==> src/rtl/bridge_hs.sv <==
// N-device memory-mapped bridge between the MEM stage and peripherals.
// req/done handshake with device wait states and a per-access timeout.
`ifndef MEM_MODE_LEN
`define MEM_MODE_LEN 2
`endif
`ifndef MEM_MODE_READ
`define MEM_MODE_READ 2'd1
`endif
`ifndef MEM_MODE_WRITE
`define MEM_MODE_WRITE 2'd2
`endif
`ifndef EXC_CODE_LEN
`define EXC_CODE_LEN 5
`endif
`ifndef EXC_CODE_ADEL
`define EXC_CODE_ADEL 5'd4
`endif
`ifndef EXC_CODE_ADES
`define EXC_CODE_ADES 5'd5
`endif

module bridge_hs #(
  parameter int DEV_COUNT = 4,
  parameter logic [32*DEV_COUNT-1:0] DEV_BASE =
    {32'h7f30, 32'h7f20, 32'h7f10, 32'h7f00},
  parameter logic [32*DEV_COUNT-1:0] DEV_LEN = {4{32'd12}},
  parameter logic [32*DEV_COUNT-1:0] DEV_RO_ADDR = {4{32'd8}},
  parameter int TIMEOUT = 15
) (
  input  logic                      clk,
  input  logic                      reset,
  input  logic                      req,
  input  logic [31:0]               vaddr,
  input  logic [`MEM_MODE_LEN-1:0]  mode,
  input  logic [31:0]               write_data,
  input  logic                      int_req,
  output logic                      busy,
  output logic                      done,
  output logic [31:0]               read_data,
  output logic [`EXC_CODE_LEN-1:0]  exc,
  output logic [31:0]               dev_addr,
  output logic [31:0]               dev_write_data,
  output logic [DEV_COUNT-1:0]      dev_sel,
  output logic [DEV_COUNT-1:0]      dev_write_enable,
  input  logic [32*DEV_COUNT-1:0]   dev_read_data,
  input  logic [DEV_COUNT-1:0]      dev_ready
);

  typedef enum logic [1:0] {
    S_IDLE,
    S_ACCESS,
    S_RESP
  } state_t;

  localparam logic [7:0] TO_LAST = 8'(TIMEOUT - 1);

  state_t                    state_q;
  logic                      busy_q;
  logic                      done_q;
  logic [31:0]               read_data_q;
  logic [`EXC_CODE_LEN-1:0]  exc_q;
  logic [31:0]               dev_addr_q;
  logic [31:0]               dev_wdata_q;
  logic [DEV_COUNT-1:0]      dev_sel_q;
  logic [DEV_COUNT-1:0]      dev_we_q;
  logic [7:0]                cnt_q;

  logic [DEV_COUNT-1:0]      hit_oh;
  logic [31:0]               off;
  logic                      found;
  logic                      ro_hit;
  logic                      is_rd;
  logic                      is_wr;
  logic                      err;
  logic [31:0]               rd_mux;
  logic                      rdy_sel;
  logic                      acc_wr;

  // Scan from the top so the lowest matching window is the last assignment.
  always_comb begin
    hit_oh = '0;
    off    = '0;
    found  = 1'b0;
    ro_hit = 1'b0;
    for (int i = DEV_COUNT - 1; i >= 0; i--) begin
      if (vaddr >= DEV_BASE[32*i +: 32] &&
          vaddr <  DEV_BASE[32*i +: 32] + DEV_LEN[32*i +: 32]) begin
        hit_oh    = '0;
        hit_oh[i] = 1'b1;
        off       = vaddr - DEV_BASE[32*i +: 32];
        found     = 1'b1;
        ro_hit    = (off == DEV_RO_ADDR[32*i +: 32]);
      end
    end
  end

  always_comb begin
    is_rd = (mode == `MEM_MODE_READ);
    is_wr = (mode == `MEM_MODE_WRITE);
    err   = (vaddr[1:0] != 2'b00) | ~found | (is_wr & ro_hit);
  end

  always_comb begin
    rd_mux  = '0;
    rdy_sel = 1'b0;
    for (int i = 0; i < DEV_COUNT; i++) begin
      if (dev_sel_q[i]) begin
        rd_mux  = rd_mux | dev_read_data[32*i +: 32];
        rdy_sel = rdy_sel | dev_ready[i];
      end
    end
    acc_wr = |dev_we_q;
  end

  always_ff @(posedge clk) begin
    if (reset) begin
      state_q     <= S_IDLE;
      busy_q      <= 1'b0;
      done_q      <= 1'b0;
      read_data_q <= '0;
      exc_q       <= '0;
      dev_addr_q  <= '0;
      dev_wdata_q <= '0;
      dev_sel_q   <= '0;
      dev_we_q    <= '0;
      cnt_q       <= '0;
    end else begin
      done_q <= 1'b0;
      unique case (state_q)
        S_IDLE: begin
          if (req && (is_rd || is_wr)) begin
            busy_q <= 1'b1;
            if (err) begin
              state_q     <= S_RESP;
              done_q      <= 1'b1;
              read_data_q <= '0;
              exc_q       <= is_wr ? `EXC_CODE_ADES
                                   : `EXC_CODE_ADEL;
            end else if (is_wr && int_req) begin
              state_q     <= S_RESP;
              done_q      <= 1'b1;
              read_data_q <= '0;
              exc_q       <= '0;
            end else begin
              state_q     <= S_ACCESS;
              dev_sel_q   <= hit_oh;
              dev_we_q    <= is_wr ? hit_oh : '0;
              dev_addr_q  <= off;
              dev_wdata_q <= write_data;
              cnt_q       <= '0;
            end
          end
        end
        S_ACCESS: begin
          if (rdy_sel) begin
            state_q     <= S_RESP;
            done_q      <= 1'b1;
            dev_sel_q   <= '0;
            dev_we_q    <= '0;
            exc_q       <= '0;
            read_data_q <= acc_wr ? 32'd0 : rd_mux;
          end else if (cnt_q == TO_LAST) begin
            state_q     <= S_RESP;
            done_q      <= 1'b1;
            dev_sel_q   <= '0;
            dev_we_q    <= '0;
            read_data_q <= '0;
            exc_q       <= acc_wr ? `EXC_CODE_ADES
                                  : `EXC_CODE_ADEL;
          end else begin
            cnt_q <= cnt_q + 8'd1;
          end
        end
        S_RESP: begin
          state_q <= S_IDLE;
          busy_q  <= 1'b0;
        end
        default: begin
          state_q <= S_IDLE;
          busy_q  <= 1'b0;
        end
      endcase
    end
  end

  assign busy             = busy_q;
  assign done             = done_q;
  assign read_data        = read_data_q;
  assign exc              = exc_q;
  assign dev_addr         = dev_addr_q;
  assign dev_write_data   = dev_wdata_q;
  assign dev_sel          = dev_sel_q;
  assign dev_write_enable = dev_we_q;

endmodule

==> config.mk <==
export PLATFORM = sky130hd
export DESIGN_NAME = bridge_hs
export DESIGN_NICKNAME = d
export VERILOG_FILES = /design/src/rtl/bridge_hs.sv
export SDC_FILE = /design/constraint.sdc
export NUM_CORES = 1
export LEC_CHECK = 0
export ABC_CLOCK_PERIOD_IN_PS = 3300
export CAP_MARGIN = 20
export CORE_MARGIN = 3
export CORE_UTILIZATION = 37
export DETAILED_ROUTE_END_ITERATION = 8
export MAX_ROUTING_LAYER = met4
export PLACE_DENSITY = 0.75
export SETUP_SLACK_MARGIN = 0.15
export SYNTH_ARGS = -nofsm -noshare
export SYNTH_HDL_FRONTEND = slang
export SYNTH_SLANG_ARGS = --single-unit
==> constraint.sdc <==
create_clock -name clk -period 3.3 [get_ports clk]
set_input_delay 0.33 -clock clk [delete_from_list [all_inputs] [get_ports clk]]
set_output_delay 0.33 -clock clk [all_outputs]
set_load 0.01 [all_outputs]
[Word level (Yosys, flattened, before mapping)]
Cells that the tools add are included.
Word-level totals
  register bits: 121
  input port bits: 202
  output and inout port bits: 111
  logic and storage cells: 138
Operators by class
  add/sub/neg operators: 5
  $lt $le $gt $ge: 8
  eq/ne operators: 15
  multiplexer cells: 70
  bitwise logic cells: 13
  reduce and logical (&&, ||, !) cells: 17
Operator list (number)
  $mux 32: 14
  $eq 32x4->1 const B: 4
  $ge 32x15->1 const B: 4
  $lt 32x15->1 const B: 4
  $sub 32x15->32 const B: 4
  $or 32x32->32: 3
  $pmux 32 s2: 1
  $mux 4: 13
  $mux 8: 5
  $mux 5: 5
  $mux 1: 20
  $pmux 4 s2: 2
  $pmux 8 s2: 1
  $mux 2: 5
  $ne 2x2->1 const B: 5
  $pmux 5 s2: 1
  $add 8x1->8 const B: 1
  $eq 8x4->1 const B: 1
  $reduce_and 4->1: 2
  $logic_and 1x1->1: 6
  $ne 3x3->1 const B: 2
  $reduce_and 6->1: 1
  $or 1x1->1: 5
  $reduce_and 5->1: 1
  11 further kinds: 18

[Depth between registers and ports, before layout]
  depth in word-level cells: 12
  depth in mapped cells: 16
  depth with buffers taken out: 11

[Worst setup path before layout]
No wires, ideal clock.
  path type: input port to flip-flop
  from: input vaddr[18]
  to: register dev_addr_q[10] (netlist: dev_addr[10])
  library setup time: 0.071 ns
  arrival: 3.330 ns
  required time: 3.229 ns
  slack: -0.101 ns
  stages: 13
  buffers on the path: 4
  cells stage by stage: buf_6 -> nor4_4 -> and4_1 -> nand2_2 -> or4_1 -> buf_2 -> and4_4 -> a2111oi_4 -> o2111ai_1 -> buf_2 -> or3_1 -> buf_6 -> a21oi_2
On the way
  cells in the longest elaborated chain, start to end: 11
  elaborated cells on any way between the ends: 38
  classes of those cells: add/sub: 4; order compare: 8; eq/ne: 4; mux: 12; bitwise: 5; reduce/logical: 5
RTL lines
  start, declared: line 33  | input logic [31:0] vaddr,
  branches (longest 11 deep; another with $sub 32x15->32)
  end signal, assigned: line 122  | dev_addr_q <= '0;
  end signal, assigned: line 148  | dev_addr_q <= off;
  end, declared: line 62  | logic [31:0] dev_addr_q;
Several ways; the timed one is not identified.
A chain may end at the register's enable or synchronous reset.

[Final worst setup path]
  from: input vaddr[25]
  to: register dev_addr_q[10] (netlist: dev_addr[10])
The elaborated chain is that of the path after synthesis.

==> flow_summary.yaml <==
status:
  outcome: "finished clean"
routing:
  num_vias: 7899
  drtIter0Drc: 586
  antenna_left: 0
  drc: 0
  vias_per_cell: 5.60
  drtPass1Iterations: 4
  wl_per_cell_um: 19.6
  wirelength_um: 27600
min_path:
  min_path_type: "in -> reg"
worst_setup_path:
  reg2reg_to: "read_data[9]"
  rr_worst_depth: 6
  r2r_setup_slack_ns: 1.05
  r2r-start: "cnt_q[4]"
  crit_path_end_kind: "flop"
  crit_type: "in -> reg"
  critPathMaxStageDelay_ns: 0.55
  cp_slowest_cell: "or4_4"
  endpoint: "dev_addr[10]"
  worstPathMaxFanout: 5
  cp_data_arrival_time_ns: 3.56
  cp.required_ns: 3.65
  cp-startpoint: "vaddr[25]"
  crit_path_start_kind: "primary input"
  worstPathCellList: "buf_6 > or4_4 > nor4_4 > nand2_2 > or4_4 > and4_4 > a2111oi_4 > o2111ai_4 > buf_12 > buf_12 > buf_6 > or3_4 > a21oi_2"
yosys:
  synth-simple-area-share: 0.209
  postSynthCellCount: 732
  synth_fa_ha_area_frac: 0.0230
  synth-edff-count: 0
  ys_seq_area_frac: 0.367
  avgSynthCellArea_um2: 8.78
  ys_seq_elements: 118
  synthFlopType: "dfxtp_1"
  yosys_warnings: 0
  synthMuxAreaShare: 0.0578
  synth_cell_types: 71
  synth_top_family_by_area: "compound AO/OA/AOI/OAI gates"
  synth_xor_xnor_area_share: 0.0259
  ys_async_sr_fraction: 0
  netlist_area_mm2: 0.00643
  synth_compound_area_frac: 0.255
global_routing:
  grt_usage: 0.279
  overflow: 0
  antenna_found_initial: 0
  grt_max_degree: 44
  grt_pass1_vias: 7735
  grt_pass1_wl_um: 40400
clock_network:
  clk_pin_slew_ns: 0.05
  cts_made_buffers: 17
  cts.sinks: 118
  clk_path_buf_depth: 2
  clock-root-buffer: "clkbuf_16"
  ctsHoldBuffers: 0
  clk_latency_ns: 0.41
  h-tree-depth: 4
  cts_tree: "done"
placement:
  dp_hpwl_um: 19900
  port_buffers: 309
  gp_congestion: 1.05
  dp.cells: 1338
sta:
  hold_ws_ns: 0.374
  drv_slew: 0
  finalCritPeriodShare: 0.975
  relSlewSlack: 0.510
  worst_pin_slew_ns: 0.730
  finClkSkew_ns: 0.0109
  rsz0062_at_grt: "yes"
  max_freq_mhz: 311
  hold_violations: 0
  setup_violations: 0
  fin_crit_ns: 3.22
die:
  die_width_um: 138
  ios: 313
  fp.coreArea_mm2: 0.0168
  start_util: 0.382
  die_area_mm2: 0.0190
  die_h_um: 138
  num_rows: 47
power_and_ir_drop:
  ir_worst_vdd_uv: 373
  powerDensity_mw_per_mm2: 313
  leakage_nw: 4.77
  power.total_mw: 3.77
cells_and_area:
  final_common_cell: "clkdlybuf4s50_1"
  final_nets: 1391
  drive_gt1_frac: 0.268
  stdcell_count: 1410
  final_cell_mix: "clkdlybuf4s50_1, buf_4, dfxtp_1, nor2_1, nand2_1"
  antenna_cells: 0
  area_growth_syn_to_layout_pct: 87.6
run:
  cap_violations: 0
==> Yosys cell counts, drive strengths merged (17+ instances only) <==
cell type	number	area, um2
dfxtp	118	2360
nor2	63	239
clkbuf	44	165
nand2	43	164
a21oi	41	243
o2bb2ai	40	350
mux2i	36	360
a221oi	34	298
a22o	34	298
inv	28	105
nand3	28	140
buf	18	119
nor3	18	90.1
nor4	17	136
==> where the power goes <==
| group | leakage [nW] | internal, mW | switching [mW] |
|---|---|---|---|
| registers | 0.951 | 1.43 | 0.00370 |
| clock network | 0.254 | 1.10 | 0.653 |
| logic | 3.57 | 0.348 | 0.234 |
==> through the flow <==
step / util / setup TNS [ns] / setup WS [ns] / area [um2]
after floorplan: - / 0 / 0.0133 / 6540
after global placement: 0.634 / -52.71 / -0.490 / 10700
after detailed placement: 0.634 / -63.48 / -0.641 / 10700
after CTS: 0.698 / 0 / 0.0617 / 11700
after global routing: 0.717 / 0 / 0.00402 / 12100
final: 0.717 / 0 / 0.0824 / 12100
==> cell type report <==
type / count / area [um2]
clock buffer: 19 / 433
clock inverter: 12 / 131
fill: 1234 / 4760
inverter: 28 / 105
multi-input combinational: 527 / 4150
sequential: 118 / 2360
tap: 220 / 275
timing repair buffer: 486 / 4610
==> worst min-delay path by stage <==
stage / start / slack (ns) / cells past startpoint / to
after detailed placement: dev_addr[23] / 0.44 / 2 / dev_addr[23]
after floorplan: dev_addr[13] / 0.47 / 2 / dev_addr[13]
after global routing: reset / 0.39 / 2 / dev_addr[28]
after CTS: reset / 0.36 / 2 / dev_addr[12]
after global placement: dev_addr[13] / 0.44 / 2 / dev_addr[13]
final: reset / 0.37 / 2 / dev_addr[12]
==> logic make-up after synthesis <==
| logic type | Yosys count |
|---|---|
| compound gates | 205 |
| xor+xnor | 19 |
| fa+ha+maj | 12 |
| buf+inv | 90 |
| flops | 118 |
| mux | 37 |
| other cells | 1 |
| simple gates | 250 |
==> flip-flops by register name (all words and copies together), names as in the netlist <==
name and count:
busy 1, cnt_q 8, dev_addr 32, dev_sel 4, dev_write_data 32, dev_write_enable 4, done 1, exc 2
read_data 32, state_q 2
==> metal layers <==
layer,part of all wire,GRT usage,up-vias
met4,0.029,0.100,0
li1,-,-,3680
met5,0,-,-
met2,0.47,0.424,379
met3,0.081,0.0679,66
met1,0.42,0.362,3774
==> critical path, delay by kind of cell <==
family	cells	cell delay, ns
buffers and inverters	4	0.48
AOI/OAI and AO/OA	3	0.77
and+or+nand+nor	6	1.97
==> timing repair <==
action	CTS	global route
resized for setup	85	74
gates cloned	4	1
pin swaps	39	34
setup buffers	22	14
endpoints found under the setup margin	117	115
(Power assumes the default switching activity.)
